## config.mk

```make
export PLATFORM = sky130hd
export DESIGN_NAME = reset_domain_sequencer
export DESIGN_NICKNAME = d
export VERILOG_FILES = /design/src/rtl/reset_seq_pkg.sv /design/src/rtl/reset_sync.sv /design/src/rtl/reset_domain_sequencer.sv
export SDC_FILE = /design/constraint.sdc
export NUM_CORES = 1
export LEC_CHECK = 0
export CORE_AREA = 10 10 88 98
export CTS_CLUSTER_SIZE = 14
export DETAILED_ROUTE_END_ITERATION = 10
export DIE_AREA = 0 0 98 108
export DONT_BUFFER_PORTS = 1
export PLACE_DENSITY = 0.48
export SLEW_MARGIN = 20
export SYNTH_ARGS = -nofsm -noshare
export SYNTH_HDL_FRONTEND = slang
export SYNTH_SLANG_ARGS = --single-unit
```

## constraint.sdc

```tcl
create_clock -name clk -period 2.18 [get_ports clk]
set_clock_uncertainty 0.1 [all_clocks]
set_input_delay 0.436 -clock clk [delete_from_list [all_inputs] [get_ports clk]]
set_output_delay 0.436 -clock clk [all_outputs]
set_load 0.005 [all_outputs]
```

## src/rtl/reset_seq_pkg.sv

```systemverilog
// reset_seq_pkg: shared state encoding and width helpers for the reset sequencer
package reset_seq_pkg;
  typedef enum logic [1:0] {SYNC, HOLD, REL, RUN} state_e;
  function automatic int cnt_w(input int n);
    return (n > 1) ? $clog2(n) : 1;
  endfunction
endpackage

```

## src/rtl/reset_sync.sv

```systemverilog
// reset_sync: async-assert / sync-deassert reset synchronizer
module reset_sync #(
  parameter int STAGES = 2
) (
  input  logic clk,
  input  logic rst_n,
  output logic rst_sync_n
);
  logic [STAGES-1:0] sync_q;
  // shift ones in after release; any rst_n low clears the whole chain at once
  always_ff @(posedge clk or negedge rst_n)
    if (!rst_n) sync_q <= '0;
    else sync_q <= (sync_q << 1) | STAGES'(1);
  assign rst_sync_n = sync_q[STAGES-1];
endmodule

```

## src/rtl/reset_domain_sequencer.sv

```systemverilog
// reset_domain_sequencer: ordered, gap-spaced release of N domain resets with runtime sw re-reset
module reset_domain_sequencer import reset_seq_pkg::*; #(
  parameter int N_DOMAINS   = 4,
  parameter int SYNC_STAGES = 3,
  parameter int HOLD_CYCLES = 4,
  parameter int GAP_W       = 8
) (
  input  logic                 clk,
  input  logic                 rst_n,
  input  logic [GAP_W-1:0]     gap_cfg,
  input  logic                 sw_rst_req,
  input  logic [N_DOMAINS-1:0] sw_rst_mask,
  output logic                 sw_rst_ack,
  output logic [N_DOMAINS-1:0] domain_rst_n,
  output logic                 busy,
  output logic                 done
);
  localparam int HW = cnt_w(HOLD_CYCLES + 1);
  localparam int IW = cnt_w(N_DOMAINS);
  state_e               state_q;
  logic [HW-1:0]        hold_q;
  logic [GAP_W-1:0]     gap_q, gcnt_q;
  logic [N_DOMAINS-1:0] rem_q, rem_d, rst_n_q;
  logic [IW-1:0]        rel_idx;
  logic                 sw_q, busy_q, done_q, ack_q, rst_sync_n, rel;
  // the SYNC state register acts as the final synchronizer stage, so the chain is one shorter
  reset_sync #(.STAGES(SYNC_STAGES - 1)) u_sync (
    .clk        (clk),
    .rst_n      (rst_n),
    .rst_sync_n (rst_sync_n)
  );
  // lowest still-held selected domain; unselected ones are never visited
  always_comb begin
    rel_idx = '0;
    for (int i = N_DOMAINS - 1; i >= 0; i--) if (rem_q[i]) rel_idx = IW'(i);
  end
  assign rem_d = rem_q & ~(N_DOMAINS'(1) << rel_idx);
  assign rel   = gcnt_q == gap_q;
  // sequencing FSM; in SYNC nothing but the state can change, so release near clk is harmless
  always_ff @(posedge clk or negedge rst_n)
    if (!rst_n) begin
      state_q <= SYNC;
      hold_q  <= '0;
      gap_q   <= '0;
      gcnt_q  <= '0;
      rem_q   <= '0;
      rst_n_q <= '0;
      sw_q    <= 1'b0;
      busy_q  <= 1'b1;
      done_q  <= 1'b0;
      ack_q   <= 1'b0;
    end else begin
      ack_q <= 1'b0;
      case (state_q)
        SYNC: if (rst_sync_n) begin
          state_q <= HOLD;
          hold_q  <= '0;
          gap_q   <= gap_cfg;
          rem_q   <= '1;
          sw_q    <= 1'b0;
        end
        HOLD: if (hold_q == HW'(HOLD_CYCLES - 1)) begin
          state_q <= REL;
          gcnt_q  <= gap_q;
        end else hold_q <= hold_q + HW'(1);
        REL: begin
          if (rel) begin
            rst_n_q <= rst_n_q | (rem_q ^ rem_d);
            rem_q   <= rem_d;
            gcnt_q  <= '0;
          end else gcnt_q <= gcnt_q + GAP_W'(1);
          if (rel && rem_d == '0) begin
            state_q <= RUN;
            busy_q  <= 1'b0;
            done_q  <= 1'b1;
            ack_q   <= sw_q;
          end
        end
        RUN: if (sw_rst_req) begin
          state_q <= (sw_rst_mask == '0) ? REL : HOLD;
          hold_q  <= '0;
          gap_q   <= gap_cfg;
          gcnt_q  <= gap_cfg;
          rem_q   <= sw_rst_mask;
          rst_n_q <= rst_n_q & ~sw_rst_mask;
          sw_q    <= 1'b1;
          busy_q  <= 1'b1;
          done_q  <= 1'b0;
        end
        default: state_q <= SYNC;
      endcase
    end
  assign domain_rst_n = rst_n_q;
  assign busy         = busy_q;
  assign done         = done_q;
  assign sw_rst_ack   = ack_q;
endmodule

```

==> results of run 1 <==
[stage by stage]
| step | hold WS [ns] | instance area [sq um] | setup WS (ns) | total power [W] |
|---|---|---|---|---|
| CTS | 0.193 | 2210 | 0.0767 | 0.00359 |
| floorplan | 0.0404 | 1930 | 0.291 | 0.00249 |
| global placement | 0.0415 | 2080 | 0.114 | 0.00295 |
| finish | 0.204 | 2220 | 0.210 | 0.00355 |
| global route | 0.186 | 2220 | 0.0836 | 0.00389 |
| detailed placement | 0.0418 | 2080 | 0.120 | 0.00296 |
[path summary, 6_finish.rpt]
| kind | startpoint | endpoint | cells after the start |
|---|---|---|---|
| setup reg to reg | state_q[0]$_DFFE_PN0P_ | gap_q[4]$_DFFE_PN0P_ | 4 |
| hold / removal | gap_cfg[7] | gap_q[7]$_DFFE_PN0P_ | 1 |
| min in group asynchronous | rst_n | domain_rst_n[1]$_DFFE_PN0P_ | 2 |
| setup / recovery | state_q[0]$_DFFE_PN0P_ | gap_q[4]$_DFFE_PN0P_ | 4 |
| hold reg to reg | u_sync.sync_q[0]$_DFF_PN0_ | u_sync.sync_q[1]$_DFF_PN0_ | 0 |
| max in group asynchronous | rst_n | busy$_DFFE_PN1P_ | 2 |
[sequential cells by signal (all words and copies together), names as in the netlist]
name and cells:
gap_q 8, gcnt_q 8, domain_rst_n 4, rem_q 4, hold_q 3, state_q 2
u_sync.sync_q 2, busy 1, done 1, sw_q 1, sw_rst_ack 1
[report_power, final]
group          switching [W]  internal, W
registers           0.000284     0.000937
clock network       0.000239     0.000343
logic               0.000939     0.000810
[per-layer routing]
metal / global-route usage / vias up
li1: - / 741
met1: 0.117 / 753
met2: 0.149 / 38
met3: 0.0281 / 2
met4: 0.0229 / 0
met5: 0 / -
[worst max-delay path: cells and delay by family (launching register included)]
kind	cells	cell delay, ns
DFF	1	0.43
AOI/OAI and AO/OA	1	0.42
muxes	1	0.38
adders and majority gates	1	0.33
and+or+nand+nor	1	0.18
[cell families (layout without fill, tap and decap cells)]
logic type,count (synthesis),in the layout,synth area share
AOI/OAI and AO/OA,62,62,0.222
and+or+nand+nor,50,50,0.139
DFF,35,35,0.455
buffers and inverters,20,33,0.0428
muxes,10,10,0.0577
xor gates and xnor gates,8,8,0.0363
adders and majority gates,7,7,0.0454
other,1,1,0.00194
[cell type report]
| cell class | count | area [sq um] |
|---|---|---|
| clock inverter | 1 | 30.0 |
| sequential | 35 | 877 |
| fill | 697 | 4550 |
| clock buffer | 7 | 76.3 |
| inverter | 13 | 48.8 |
| tap | 85 | 106 |
| timing repair buffer | 12 | 105 |
| multi-input combinational | 138 | 975 |
[Yosys cell counts (all sizes together) (4+ instances only)]
library cell	number
dfrtp	34
a21oi	15
nor2	14
o21ai	14
inv	13
mux2	9
nand2	9
a222oi	8
xor2	8
ha	7
clkbuf	6
nand2b	6
nand3	5
o22ai	5
a22o	4
[timing repair]
action	CTS	global route
gates resized for setup	0	2
endpoints found under the hold margin	35	0
endpoints found under the setup margin	0	9
hold buffers	2	0
==> metrics.txt, run 1 <==
Worst setup EP type register; max incr delay on CP 0.43 ns; Worst-Skew Late Latency 0.29 ns; Vias 1534; max-slew violation count 0; initial cell density of the core 0.285; Reg2Reg Setup Slack 0.21 ns; crit path max-delay cell type dfrtp_1; Critical Path RT 2.24 ns; first-pass GRT wire length 8050 microns; final wirelength 4780 microns; Worst Path Arrival 2.03 ns; critical path type reg2reg; final instance count without filler cells 291; Max Cap Viol 0; Final Hold Viols 0; # DRC 0; Via density 5.27; Worst Hold Class in2reg; Warnings, synthesis 0; Worst Max-Slew Pin Slew 0.595 ns; met2 wire length 2310 microns; metal3 WL 320 microns; Ports 22; synthesized area per cell 10.0 sq um; Syn Nets 215; Root Driver clkbuf_8; clock sinks 35; number of flops mapped to enable cells by yosys 0; Final Net Count 227; Total Die Area 0.0106 sq mm; Die H 108 microns; post-synth top area share 0.441; Slew headroom 0.603; Layout area overhead 15.0%; Setup TNS 0 ns; clock tree buffer depth 2; fin crit share 0.904; total grt overflow 0; Area contributors post-synth dfrtp_1 44%, mux2_2 5.3%, ha_1 4.5%; status finished clean; 1st-iter DRT viols 75; Post-Synthesis Cells 193; final antenna-violating net count 0; row cnt 32; register area share after synthesis 0.455; commonest non-fill, non-tap cells in the layout 34 x dfrtp_1, 14 x o21ai_0, 14 x a21oi_1; vias in the first global route 1539; GRT Util Overall 0.0918; crit path cell chain ha_1 -> nand2b_1 -> o211a_1 -> mux2_2; CTS tree done; Detailed Place HPWL 3450 microns; n_diodes 0; RD Place Congestion 0.818; Top Layer Used met4; post-route minimum period 1.97 ns; commonest non-fill, non-tap cell in the layout dfrtp_1; Pwr Density 1600 mW/mm^2; placed insts 281; Worst VDD drop 0.589 mV; Util after Layout 0.328; Port Buffers 0; Worst Path Max Fanout 8; RSZ-0062 raised after global routing false; core area 0.00677 sq mm; Peak Freq 508 MHz; first drt pass iteration count 5; Setup Buffers After CTS 0; Reg clk slew, reported paths 0.07 ns; antenna violations before repair 0; share of cells above drive strength 1 0.160; cts bufs inserted 5; Yosys cell types 40; H-tree lvl count 2; drt wl/cell 16.4 microns; Top FF cell, synth dfrtp_1; Final setup viols 0; met1 wire length 2130 microns; Die Width 98 microns; Post-Syn Area 0.00193 sq mm; largest net degree at the start of global routing 36; #FFs+latches synth 35; Async S/R FF share, synth 1.00; area leader, netlist dfrtp_1; Pleak 0.948 nW; startpoint types register
Power figures use the tool's default switching activity.
==> inputs of run 2 (changes only) <==
Settings changed: CTS_BUF_LIST from default to sky130_fd_sc_hd__clkbuf_8, HOLD_SLACK_MARGIN from default to 0.12, TNS_END_PERCENT from default to 30.
==> metrics.txt, run 2 (synthesis results as in run 1) <==
status finished clean; Total Die Area 0.0106 sq mm (unchanged); reg-to-reg critical path startpoint state_q[0]$_DFFE_PN0P_; largest net degree at the start of global routing 36 (unchanged); Worst Path Max Fanout 16 (+8); 1st-iter DRT viols 79 (+5.3%); cts bufs inserted 5 (unchanged); fin area 0.00222 sq mm (unchanged); final wirelength 4760 microns (-0.46%); max incr delay on CP 0.42 ns (about the same); RSZ-0062 raised after global routing false; origin of the worst min-delay path gap_cfg[7]; Die H 108 microns (unchanged); drt wl/cell 16.4 microns (-0.46%); total power 0.00354 W (-0.42%); max-slew violation count 0 (unchanged); Port Buffers 0 (unchanged); Pwr Density 1590 mW/mm^2 (-0.42%); Setup TNS 0 ns (unchanged); FILL cells 697 (unchanged); commonest non-fill, non-tap cell in the layout dfrtp_1; Worst Path Arrival 2.02 ns (about the same); first-pass GRT wire length 8050 microns (unchanged); Worst path top cell family by delay buffers and inverters; largest registers gap_q: 8 flops, gcnt_q: 8 flops; Slew headroom 0.603 (about the same); Worst Max-Slew Pin Slew 0.594 ns (-0.000869 ns); Via density 5.27 (about the same); Root Driver clkbuf_8; clock sinks 35 (unchanged); Peak Freq 505 MHz (-0.56%); WP buf/inv 3 (+3); antenna violations before repair 0 (unchanged); share of cells above drive strength 1 0.160 (unchanged); clock tree buffer depth 2 (unchanged); post-route minimum period 1.98 ns (+0.0110 ns); H-tree lvl count 2 (unchanged); fin crit share 0.909 (+0.00505); Setup Buffers After CTS 0 (unchanged); Vias 1535 (+0.065%); row cnt 32 (unchanged); Worst VDD drop 0.577 mV (-2.0%); Reg clk slew, reported paths 0.07 ns (about the same); GRT Util Overall 0.0918 (unchanged); crit path from state_q[0]$_DFFE_PN0P_; n_diodes 0 (unchanged); Ports 22 (unchanged); Worst-Skew Late Latency 0.29 ns (about the same); RD Place Congestion 0.818 (unchanged); Critical Path RT 2.22 ns (-0.02 ns); Final Hold Viols 0 (unchanged); initial cell density of the core 0.285 (unchanged); Max Cap Viol 0 (unchanged); Layout area overhead 15.0% (unchanged); Die Width 98 microns (unchanged); Placed Area 0.00208 sq mm (unchanged); Detailed Place HPWL 3450 microns (unchanged); most used cell, CP inv_1; startpoint types register; first drt pass iteration count 7 (+2); total grt overflow 0 (unchanged); Worst setup EP type register; core area 0.00677 sq mm (unchanged); crit path max-delay cell type dfrtp_1; Worst Hold Class in2reg; crit path cell chain inv_1 -> ha_1 -> inv_1 -> a21oi_2 -> buf_4 -> a222oi_1 -> o22ai_1; # DRC 0 (unchanged); Final setup viols 0 (unchanged); CTS tree done; Pleak 0.956 nW (+0.87%); Final Net Count 227 (unchanged); critical path type reg2reg; final antenna-violating net count 0 (unchanged); commonest non-fill, non-tap cells in the layout 34 x dfrtp_1, 15 x inv_1, 14 x o21ai_0, 14 x a21oi_1, 13 x nor2_1; vias in the first global route 1539 (unchanged)
## run 2: changes by cell type in the layout (fill, tap and decap cells not counted), sizes merged
| cell | change |
|---|---|
| inv | +2 |
| clkbuf | -2 |
## run 2: layout make-up
| type | instances | area [sq um] | share of cell area |
|---|---|---|---|
| Clock inverter | 3 | 37.5 | 0.0169 |
| Inverter | 13 | 48.8 | 0.0220 |
| Sequential cell | 35 | 877 | 0.395 |
| Timing Repair Buffer | 12 | 105 | 0.0474 |
| Tap cell | 85 | 106 | 0.0479 |
| Clock buffer | 5 | 68.8 | 0.0310 |
| Multi-Input combinational cell | 138 | 975 | 0.439 |
## run 2: repair_timing
action                                  4_1_cts  5_1_grt
hold endpoints to repair                     35        0
hold buffers                                  2        0
endpoints found under the setup margin        0        9
gates resized for setup                       0        2
## run 2: final timing paths
kind,depth (start not counted),slack [ns],endpoint
setup / recovery,7,0.20,gcnt_q[5]$_DFFE_PN0P_
hold / removal,1,0.20,gap_q[7]$_DFFE_PN0P_
setup reg to reg,7,0.20,gcnt_q[5]$_DFFE_PN0P_
hold reg to reg,0,0.25,u_sync.sync_q[1]$_DFF_PN0_
max in group asynchronous,2,1.23,busy$_DFFE_PN1P_
min in group asynchronous,2,0.49,domain_rst_n[1]$_DFFE_PN0P_
## run 2: worst register-to-register path, delay by kind of cell (launching register included)
kind / cells / cell delay [ns]
adder cells (fa/ha/maj): 1 / 0.29
flip-flops: 1 / 0.42
buffers and inverters: 3 / 0.54
AO/OA/AOI/OAI: 3 / 0.50
## run 2: per-layer routing
metal,routed length (microns),vias up,global-route usage
met5,0,-,0
met4,24,0,0.0229
met3,373,2,0.0281
met2,2330,43,0.149
met1,2030,748,0.117
li1,-,742,-
## run 2: stage by stage
step                 util  setup slack (ns)  hold WS, ns  std cells
floorplan               -             0.291       0.0404        193
global placement    0.307             0.114       0.0415        281
detailed placement  0.307             0.120       0.0418        281
CTS                 0.327            0.0770        0.193        291
global route        0.328            0.0836        0.185        291
finish              0.328             0.199        0.205        291
## run 2: where the power goes
| part | internal (W) | total [W] | switching, W | leakage [nW] |
|---|---|---|---|---|
| Clock | 0.000333 | 0.000570 | 0.000237 | 0.0607 |
| Sequential | 0.000937 | 0.00122 | 0.000282 | 0.429 |
| Combinational | 0.000810 | 0.00175 | 0.000937 | 0.466 |
==> inputs of run 3 (changes only) <==
Settings changed: PLACE_DENSITY 0.48 to 0.49.
Clock period 2.18 ns to 1.8 ns, I/O delays scaled along.
==> metrics.txt, run 3 (synthesis results as in run 1) <==
status finished with violations; failing checks setup timing; fin crit share 1.05 (+0.139); Worst Path Max Fanout 4 (-12); total grt overflow 0 (unchanged); crit path cell chain xor2_1 -> nor4_2 -> buf_4 -> a21oi_4 -> buf_6 -> a222oi_1 -> a21oi_1; Via density 5.11 (-3.1%); Die Width 98 microns (unchanged); Peak Freq 530 MHz (+5.0%); Worst VDD drop 0.664 mV (+15%); final antenna-violating net count 0 (unchanged); Worst Hold Class in2reg; FILL cells 672 (-3.6%); Port Buffers 0 (unchanged); Critical Path RT 1.86 ns (-0.36 ns); final wirelength 5250 microns (+10%); final instance count without filler cells 337 (+16%); Root Driver clkbuf_8; Worst path top cell family by delay compound AO/OA/AOI/OAI gates; Setup TNS -0.360 ns (-0.360 ns); max-slew violation count 0 (unchanged); cts bufs inserted 5 (unchanged); multi-input logic area 0.00105 sq mm (+7.7%); max incr delay on CP 0.39 ns (-0.03 ns); GRT Util Overall 0.101 (+0.00916); area taken by flip-flops and latches 877 sq um (unchanged); largest registers gap_q: 8 flops, gcnt_q: 8 flops; Die H 108 microns (unchanged); initial cell density of the core 0.285 (unchanged); CTS tree done; H-tree lvl count 2 (unchanged); critical path type reg2reg; Max Cap Viol 0 (unchanged); RD Place Congestion 0.780 (-4.7%); commonest non-fill, non-tap cell in the layout buf_4; first drt pass iteration count 5 (-2); RSZ-0062 raised after global routing true; share of cells above drive strength 1 0.329 (+0.169); largest net degree at the start of global routing 36 (unchanged); Reg clk slew, reported paths 0.07 ns (about the same); first-pass GRT wire length 8800 microns (+9.3%); placed insts 311 (+11%); Ports 22 (unchanged); 1st-iter DRT viols 101 (+28%); fin area 0.00269 sq mm (+21%); row cnt 32 (unchanged); n_diodes 0 (unchanged); Worst Path Arrival 1.94 ns (-0.08 ns); Detailed Place HPWL 3720 microns (+8.0%); Worst setup EP type register; Total Die Area 0.0106 sq mm (unchanged); antenna violations before repair 0 (unchanged); Final setup viols 10 (+10); drt wl/cell 15.6 microns (-4.7%); commonest non-fill, non-tap cells in the layout 40 x buf_4, 34 x dfrtp_1, 14 x a21oi_1; Final Net Count 273 (+20%); core area 0.00677 sq mm (unchanged); setup ws final -0.0864 ns (-0.286 ns); post-route minimum period 1.89 ns (-0.0944 ns); Worst-Skew Late Latency 0.29 ns (about the same); Final Hold Viols 0 (unchanged); clock tree buffer depth 2 (unchanged); Pwr Density 1930 mW/mm^2 (+21%); Util after Layout 0.398 (+0.0701); Layout area overhead 39.6%; Reg2Reg Setup Slack -0.09 ns (-0.29 ns); WP buf/inv 2 (-1); startpoint types register; Min Hold Slack 0.157 ns (-0.0477 ns); Placed Area 0.00233 sq mm (+12%); vias in the first global route 1719 (+12%); clock sinks 35 (unchanged); Pleak 1.19 nW (+25%); # DRC 0 (unchanged); Vias 1722 (+12%); crit path max-delay cell type dfrtp_1
[run 3: cell count changes in the layout (fill, tap and decap cells not counted), moves of 3 or more]
cell | before | now
buf_4 | 10 | 40
inv_1 | 15 | 12
o21ai_1 | 0 | 6
nand2b_4 | 0 | 4
nand2b_1 | 5 | 2
dlygate4sd3_1 | 1 | 10
o21ai_0 | 14 | 8
buf_6 | 0 | 4
[run 3: worst reg2reg max path, stage by stage (launching register included)]
cell      delay (ns)
dfrtp_1         0.39
xor2_1          0.17
nor4_2          0.27
buf_4           0.17
a21oi_4         0.08
buf_6           0.13
a222oi_1        0.33
a21oi_1         0.12
[run 3: layout make-up]
| type | instances | area share |
|---|---|---|
| flip-flops and latches | 35 | 0.326 |
| repair buffers | 58 | 0.190 |
| multi-input cells | 138 | 0.390 |
| well taps | 85 | 0.0395 |
| clock inverters | 1 | 0.00139 |
| inverters | 13 | 0.0181 |
| clock buffers | 7 | 0.0358 |
[run 3: worst paths after layout]
path | end | startpoint | cells past startpoint
worst min register to register | u_sync.sync_q[1]$_DFF_PN0_ | u_sync.sync_q[0]$_DFF_PN0_ | 0
worst max-delay path | gcnt_q[0]$_DFFE_PN0P_ | gcnt_q[2]$_DFFE_PN0P_ | 7
worst min-delay path | rem_q[3]$_DFFE_PN0P_ | sw_rst_mask[3] | 2
min in group asynchronous | hold_q[0]$_DFFE_PN0P_ | rst_n | 2
max in group asynchronous | busy$_DFFE_PN1P_ | rst_n | 2
worst max register to register | gcnt_q[0]$_DFFE_PN0P_ | gcnt_q[2]$_DFFE_PN0P_ | 7
[run 3: where the power goes]
part	switching, W	leakage (nW)	internal (W)
Sequential	0.000271	0.429	0.00114
Clock	0.000286	0.0557	0.000344
Combinational	0.00145	0.710	0.00172
[run 3: metal layers]
layer	vias up	global-route usage	share of wire
li1	834	-	-
met1	837	0.126	0.45
met2	45	0.159	0.47
met3	6	0.0287	0.066
met4	0	0.0447	0.015
met5	-	0	0
[run 3: repair_timing]
action / CTS / global route
resized for setup: 11 / 15
endpoints found under the setup margin: 29 / 31
hold buffers: 11 / 0
endpoints found under the hold margin: 44 / 0
setup buffers: 3 / 3
pin swaps: 4 / 10
cloned: 0 / 1
[run 3: per-stage QoR]
stage | setup slack (ns) | power (W)
CTS | -0.0973 | 0.00503
global placement | -0.0974 | 0.00413
floorplan | -0.0684 | 0.00302
global route | -0.150 | 0.00567
detailed placement | -0.111 | 0.00415
finish | -0.0864 | 0.00521
